$ cat src/rtl/kf_alu_seq.sv
// -----------------------------------------------------------------------------
// kf_alu_seq
// Datapath sequencer that sits in front of mem_reg. It takes one arithmetic
// command at a time, reads its operands through mem_reg's two combinational
// read ports, and writes back one fixed-point result. The result goes to the
// data bank, to the RQ register or to the RD register.
//
// Ports
//   clk, rst                  clock and synchronous active-high reset
//   cmd_valid / cmd_ready     command handshake (ready only while idle)
//   cmd_op, cmd_a, cmd_b,     opcode, source A/B base, destination and
//   cmd_d, cmd_len            MAC element count minus one
//   busy, done, err           status; done/err pulse for one cycle
//   db_raddr_a/b, db_rdata_a/b  mem_reg read ports (data valid same cycle)
//   db_we, db_waddr, db_wdata   mem_reg write port
//   rq_we, rq_d / rd_we, rd_d   RQ and RD register loads
//   sat_sticky                sticky saturation flag (only with the macro)
//
// Optional feature macro: KF_SAT_FLAG_EN adds the sat_sticky output.
// -----------------------------------------------------------------------------
module kf_alu_seq #(
  parameter int W     = 24,
  parameter int DEPTH = 40,
  parameter int ADDRW = 6,
  parameter int FRAC  = 12,
  parameter int LENW  = 6
) (
  input  logic             clk,
  input  logic             rst,
  input  logic             cmd_valid,
  output logic             cmd_ready,
  input  logic [2:0]       cmd_op,
  input  logic [ADDRW-1:0] cmd_a,
  input  logic [ADDRW-1:0] cmd_b,
  input  logic [ADDRW-1:0] cmd_d,
  input  logic [LENW-1:0]  cmd_len,
  output logic             busy,
  output logic             done,
  output logic             err,
  output logic [ADDRW-1:0] db_raddr_a,
  output logic [ADDRW-1:0] db_raddr_b,
  input  logic [W-1:0]     db_rdata_a,
  input  logic [W-1:0]     db_rdata_b,
  output logic             db_we,
  output logic [ADDRW-1:0] db_waddr,
  output logic [W-1:0]     db_wdata,
  output logic             rq_we,
  output logic [W-1:0]     rq_d,
  output logic             rd_we,
  output logic [W-1:0]     rd_d
`ifdef KF_SAT_FLAG_EN
  ,
  output logic             sat_sticky
`endif
);

  localparam logic [1:0] S_IDLE  = 2'd0;
  localparam logic [1:0] S_READ  = 2'd1;
  localparam logic [1:0] S_EXEC  = 2'd2;
  localparam logic [1:0] S_WRITE = 2'd3;

  localparam logic [2:0] OP_ADD  = 3'd0;
  localparam logic [2:0] OP_SUB  = 3'd1;
  localparam logic [2:0] OP_MUL  = 3'd2;
  localparam logic [2:0] OP_MAC  = 3'd3;
  localparam logic [2:0] OP_MOV  = 3'd4;
  localparam logic [2:0] OP_LDRQ = 3'd5;
  localparam logic [2:0] OP_LDRD = 3'd6;
  localparam logic [2:0] OP_ILL  = 3'd7;

  // Accumulator is wide enough to sum 2^LENW full-precision products.
  localparam int AW = 2*W + LENW;
  localparam logic signed [AW-1:0] RND    = AW'(1) << (FRAC-1);
  localparam logic signed [AW-1:0] SAT_HI = {{(AW-W+1){1'b0}}, {(W-1){1'b1}}};
  localparam logic signed [AW-1:0] SAT_LO = {{(AW-W+1){1'b1}}, {(W-1){1'b0}}};
  localparam logic [W-1:0]         MAX_W  = {1'b0, {(W-1){1'b1}}};
  localparam logic [W-1:0]         MIN_W  = {1'b1, {(W-1){1'b0}}};
  localparam logic [ADDRW-1:0]     LAST   = ADDRW'(DEPTH-1);

  logic [1:0]             state;
  logic [2:0]             op;
  logic [ADDRW-1:0]       a_ptr;
  logic [ADDRW-1:0]       b_ptr;
  logic [ADDRW-1:0]       d_addr;
  logic [LENW-1:0]        count;
  logic signed [W-1:0]    op_a;
  logic signed [W-1:0]    op_b;
  logic signed [AW-1:0]   acc;
  logic [W-1:0]           res;

  logic signed [2*W-1:0]  prod;
  logic signed [AW-1:0]   prod_ext;
  logic signed [AW-1:0]   acc_sum;
  logic signed [AW-1:0]   rnd_in;
  logic signed [AW-1:0]   rnd_add;
  logic signed [AW-1:0]   rnd_sh;
  logic signed [W:0]      add_sum;
  logic signed [W:0]      sub_diff;
  logic                   add_ovf;
  logic                   sub_ovf;
  logic                   rnd_hi;
  logic                   rnd_lo;
  logic [W-1:0]           res_next;
  logic                   exec_last;

  // The last EXEC of a command is the one that does not loop back for
  // another MAC element; the result register is loaded there.
  assign exec_last = (state == S_EXEC) && !((op == OP_MAC) && (count != '0));

  // Result datapath. Products are formed at full 2W precision and sign
  // extended into the accumulator width so that MUL and MAC share one
  // round/shift/saturate path. For MAC the final element is folded in here,
  // so rounding happens exactly once on the complete sum.
  always_comb begin
    prod     = $signed({{W{op_a[W-1]}}, op_a}) * $signed({{W{op_b[W-1]}}, op_b});
    prod_ext = $signed({{LENW{prod[2*W-1]}}, prod});
    acc_sum  = acc + prod_ext;
    add_sum  = $signed({op_a[W-1], op_a}) + $signed({op_b[W-1], op_b});
    sub_diff = $signed({op_a[W-1], op_a}) - $signed({op_b[W-1], op_b});
    add_ovf  = add_sum[W] ^ add_sum[W-1];
    sub_ovf  = sub_diff[W] ^ sub_diff[W-1];
    rnd_in   = (op == OP_MAC) ? acc_sum : prod_ext;
    rnd_add  = rnd_in + RND;
    rnd_sh   = rnd_add >>> FRAC;
    rnd_hi   = rnd_sh > SAT_HI;
    rnd_lo   = rnd_sh < SAT_LO;
    res_next = op_a;
    case (op)
      OP_ADD: begin
        if (add_ovf) res_next = add_sum[W] ? MIN_W : MAX_W;
        else         res_next = add_sum[W-1:0];
      end
      OP_SUB: begin
        if (sub_ovf) res_next = sub_diff[W] ? MIN_W : MAX_W;
        else         res_next = sub_diff[W-1:0];
      end
      OP_MUL, OP_MAC: begin
        if (rnd_hi)      res_next = MAX_W;
        else if (rnd_lo) res_next = MIN_W;
        else             res_next = rnd_sh[W-1:0];
      end
      default: res_next = op_a;
    endcase
  end

  // Sequencer. IDLE latches the command, READ captures both operands from
  // mem_reg, EXEC either steps the MAC pointers and loops back or loads the
  // result, WRITE presents the result for one cycle. Pointers wrap at the
  // bank depth rather than at the address-width boundary.
  always_ff @(posedge clk) begin
    if (rst) begin
      state  <= S_IDLE;
      op     <= OP_ADD;
      a_ptr  <= '0;
      b_ptr  <= '0;
      d_addr <= '0;
      count  <= '0;
      op_a   <= '0;
      op_b   <= '0;
      acc    <= '0;
      res    <= '0;
    end else begin
      case (state)
        S_IDLE: begin
          if (cmd_valid) begin
            op     <= cmd_op;
            a_ptr  <= cmd_a;
            b_ptr  <= cmd_b;
            d_addr <= cmd_d;
            count  <= cmd_len;
            acc    <= '0;
            state  <= (cmd_op == OP_ILL) ? S_WRITE : S_READ;
          end
        end
        S_READ: begin
          op_a  <= db_rdata_a;
          op_b  <= db_rdata_b;
          state <= S_EXEC;
        end
        S_EXEC: begin
          if (exec_last) begin
            res   <= res_next;
            state <= S_WRITE;
          end else begin
            acc   <= acc_sum;
            a_ptr <= (a_ptr == LAST) ? '0 : a_ptr + 1'b1;
            b_ptr <= (b_ptr == LAST) ? '0 : b_ptr + 1'b1;
            count <= count - 1'b1;
            state <= S_READ;
          end
        end
        default: state <= S_IDLE;
      endcase
    end
  end

`ifdef KF_SAT_FLAG_EN
  logic clip;
  logic clip_next;

  // Clipping is detected alongside the result and remembered until WRITE,
  // where it sets the sticky flag. Only a reset clears the flag.
  always_comb begin
    clip_next = 1'b0;
    case (op)
      OP_ADD:         clip_next = add_ovf;
      OP_SUB:         clip_next = sub_ovf;
      OP_MUL, OP_MAC: clip_next = rnd_hi | rnd_lo;
      default:        clip_next = 1'b0;
    endcase
  end

  // Sticky flag register and the per-command clip marker.
  always_ff @(posedge clk) begin
    if (rst) begin
      clip       <= 1'b0;
      sat_sticky <= 1'b0;
    end else begin
      if ((state == S_IDLE) && cmd_valid) clip <= 1'b0;
      else if (exec_last)                 clip <= clip_next;
      if ((state == S_WRITE) && clip)     sat_sticky <= 1'b1;
    end
  end
`endif

  // Status and strobes decode directly from the registered state, so a
  // reset leaves every strobe low in the following cycle.
  assign cmd_ready  = (state == S_IDLE);
  assign busy       = (state != S_IDLE);
  assign done       = (state == S_WRITE);
  assign err        = done && (op == OP_ILL);
  assign db_we      = done && (op <= OP_MOV);
  assign rq_we      = done && (op == OP_LDRQ);
  assign rd_we      = done && (op == OP_LDRD);
  assign db_raddr_a = a_ptr;
  assign db_raddr_b = b_ptr;
  assign db_waddr   = d_addr;
  assign db_wdata   = res;
  assign rq_d       = res;
  assign rd_d       = res;

endmodule

$ cat config.mk
export PLATFORM = sky130hd
export DESIGN_NAME = kf_alu_seq
export DESIGN_NICKNAME = d
export VERILOG_FILES = /design/src/rtl/kf_alu_seq.sv
export SDC_FILE = /design/constraint.sdc
export NUM_CORES = 2
export LEC_CHECK = 0
export BUFFER_PORTS_ARGS = -buffer_cell sky130_fd_sc_hd__buf_2
export CAP_MARGIN = 20
export CORE_ASPECT_RATIO = 1.5
export CORE_MARGIN = 3
export CORE_UTILIZATION = 63
export DETAILED_ROUTE_END_ITERATION = 10
export PLACE_DENSITY = 0.86
export SLEW_MARGIN = 10
export SYNTH_ARGS = -nofsm -noshare
export SYNTH_HDL_FRONTEND = slang
export SYNTH_SLANG_ARGS = --single-unit
$ cat constraint.sdc
create_clock -name clk -period 29 [get_ports clk]
set_input_delay 2.9 -clock clk [delete_from_list [all_inputs] [get_ports clk]]
set_output_delay 2.9 -clock clk [all_outputs]
set_load 0.05 [all_outputs]
==> flow_summary.json <==
{
  "cp_data_arrival_time_ns": 14.28,
  "cp.required_ns": 29.39,
  "core_um2": 56900,
  "postCtsHoldBufs": 0,
  "fin_skew_ns": 0.02125,
  "drv_cap": 0,
  "syn2layout_area_growth_pct": 4.356,
  "grt-ovfl-total": 0,
  "cts_tree": "done",
  "ys_seq_area_share_pct": 8.532,
  "dieArea_um2": 60710,
  "syn-cell-area_um2": 36370,
  "vias": 32470,
  "post-place-cells": 5169,
  "synth_fp_nets": 5400,
  "status": "finished, final reports clean",
  "start_util_pct": 63.92,
  "clk_pin_slew_ns": 0.08,
  "dp_hpwl_um": 89100,
  "grt_util_all_layers_pct": 37.88,
  "chipWidth_um": 202.2,
  "clockRootBuffer": "clkbuf_16",
  "viasPerCell": 6.239,
  "p_per_area_nw_per_um2": 27.92,
  "synth-async-reset-ratio_pct": 0,
  "rr_endpoint": "db_wdata[7]$_SDFFE_PP0P_",
  "synth-seq-cells": 155,
  "postLayoutSetupSlackWorst_ns": 15.11,
  "grt_antenna_before_repair": 0,
  "p_leak_nw": 18.07,
  "wl_um": 113600,
  "dr.pass1.iters": 7,
  "fin_setup_tns_ns": 0,
  "reg2reg_depth": 39,
  "pre_cts_ws_ns": 15.31,
  "grt_pass1_vias": 33940,
  "hp-start": "db_waddr[0]$_SDFFE_PP0P_",
  "setup-violations-final": 0,
  "worst_pin_slew_ns": 1.217,
  "rsz0062_at_grt": "no",
  "post_cts_resized": 0,
  "synth-main-ff-cell": "dfxtp_1",
  "drc": 0,
  "min_period_ns": 13.89,
  "num-fill-cells": 4562,
  "ys_types": 114,
  "avgSynthCellArea_um2": 8.134,
  "timing.rr.start": "op_b[8]$_SDFFE_PP0P_",
  "stdcell_count": 5205,
  "routedWlPerCell_um": 21.82,
  "cts_made_buffers": 17,
  "power_mw": 1.060,
  "final_nets": 5358,
  "rows": 107,
  "drive_above_1_share_pct": 7.654,
  "crit_path_start_kind": "flop",
  "hold_path_class": "flop to flop",
  "htree_levels": 4,
  "clk_latency_ns": 0.48,
  "critPathCaptureType": "flop",
  "antennaDiodeCount": 0,
  "path_buf_inv": 6,
  "cp_max_fo": 26,
  "pin_count": 175,
  "slew-limit-headroom_pct": 18.73,
  "crit_top_cell": "fa_1",
  "whs_endpoint": "db_waddr[0]$_SDFFE_PP0P_",
  "fin_crit_sh_pct": 47.90,
  "synth_edf_count": 0,
  "worstHoldPathCells": 2,
  "yosys_warnings": 0,
  "die_h_um": 300.3,
  "grt_pass1_wl_um": 180700,
  "peakVddDrop_v": 0.00004571,
  "path_class": "flop to flop",
  "gp_congestion": 0.9899,
  "grt_max_degree": 63,
  "first_iter_violations": 2841,
  "ant_nets": 0,
  "r2r_slack_ns": 15.11,
  "port_buffers": 174,
  "synthCells": 4471,
  "crit_family": "adder cells",
  "max_stage_delay_ns": 1.06,
  "cts_sinks": 155,
  "post-cts-setup-buffer-count": 0,
  "fmax_ghz": 0.07199,
  "finalHoldViolCount": 0,
  "post-route-util_pct": 66.70,
  "cts_max_path_buffers": 2,
  "drv_slew": 0,
  "slowest_stage": "dfxtp_1"
}
[cells in the mapped netlist (38+ instances only)]
| cell type | count | area share, % |
|---|---|---|
| a21oi_1 | 286 | 3.9 |
| ha_1 | 241 | 8.3 |
| a21o_1 | 46 | 0.95 |
| o21a_1 | 38 | 0.78 |
| and2_1 | 274 | 4.7 |
| dfxtp_1 | 155 | 8.5 |
| nor2_1 | 262 | 2.7 |
| nor3_1 | 71 | 0.98 |
| buf_4 | 50 | 1.0 |
| inv_1 | 667 | 6.9 |
| xor2_1 | 53 | 1.3 |
| fa_1 | 610 | 34 |
| nand2_1 | 587 | 6.1 |
| clkbuf_1 | 214 | 2.2 |
| a31oi_1 | 40 | 0.69 |
| o21ai_0 | 146 | 2.0 |
| nand3_1 | 110 | 1.5 |
| xnor2_1 | 105 | 2.5 |
[worst min-delay path, delay by kind of cell (launching register included)]
family	cells	cell delay, ns
flip-flops	1	0.31
AND/OR/NAND/NOR	1	0.05
AO/OA/AOI/OAI	1	0.05
[flip-flops by register name, indices dropped and copies added, names as in the netlist]
signal,count
db_wdata,24
db_waddr,6
op_b,24
count,6
state,2
acc,54
db_raddr_a,6
db_raddr_b,6
op_a,24
op,3
[logic make-up after synthesis]
family | Yosys count | share of synthesized area [%]
AO/OA/AOI/OAI | 812 | 14.51
XOR/XNOR | 160 | 3.912
adder cells (fa/ha/maj) | 851 | 41.87
buffers and inverters | 965 | 10.61
flip-flops | 155 | 8.532
multiplexers | 25 | 0.7018
AND/OR/NAND/NOR | 1503 | 19.87
[placed cells by master, fill, tap and decap left out, types with 110 or more instances in the layout]
cell type	synthesis	layout
inv_1	667	667
fa_1	610	610
nand2_1	587	585
a21oi_1	286	286
and2_1	274	274
nor2_1	262	260
ha_1	241	241
buf_2	19	173
dfxtp_1	155	155
o21ai_0	146	145
nand3_1	110	110
[metal layers]
| metal | up-vias | global-route usage, % | part of all wire [%] |
|---|---|---|---|
| li1 | 14220 | - | - |
| met1 | 15730 | 43.96 | 34 |
| met2 | 1941 | 65.02 | 49 |
| met3 | 577 | 5.870 | 9.1 |
| met4 | 0 | 25.11 | 8.0 |
| met5 | - | 0 | 0 |
[per-stage QoR]
stage	hold slack [ns]	instance area, um2
2_1_floorplan	0.4362	36370
3_3_place_gp	0.4415	37310
3_5_place_dp	0.4461	37310
4_1_cts	0.4561	37890
5_1_grt	0.4870	37950
6_report	0.4521	37950
[worst max path at each step]
| stage | start | slack (ns) | end | cells past startpoint |
|---|---|---|---|---|
| global placement | op_b[8]$_SDFFE_PP0P_ | 15.44 | db_wdata[7]$_SDFFE_PP0P_ | 39 |
| global route | op_b[23]$_SDFFE_PP0P_ | 14.34 | db_wdata[17]$_SDFFE_PP0P_ | 37 |
| finish | op_b[8]$_SDFFE_PP0P_ | 15.11 | db_wdata[7]$_SDFFE_PP0P_ | 39 |
| floorplan | op_b[23]$_SDFFE_PP0P_ | 17.90 | db_wdata[3]$_SDFFE_PP0P_ | 41 |
| CTS | op_b[8]$_SDFFE_PP0P_ | 15.25 | db_wdata[7]$_SDFFE_PP0P_ | 39 |
| detailed placement | op_b[8]$_SDFFE_PP0P_ | 15.31 | db_wdata[7]$_SDFFE_PP0P_ | 39 |
[final cells by class]
| cell class | instances | area [um2] | share of cell area, % |
|---|---|---|---|
| Multi-Input combinational cell | 3351 | 29440 | 77.56 |
| Clock inverter | 12 | 128.9 | 0.3396 |
| Inverter | 668 | 2507 | 6.607 |
| Sequential cell | 155 | 3103 | 8.176 |
| Clock buffer | 20 | 446.7 | 1.177 |
| Timing Repair Buffer | 236 | 1374 | 3.620 |
| Tap cell | 763 | 954.7 | 2.515 |
[report_power, final]
group / switching, mW / internal, mW
registers: 0.0167 / 0.222
clock network: 0.116 / 0.123
logic: 0.388 / 0.193
Power figures use the tool's default switching activity.
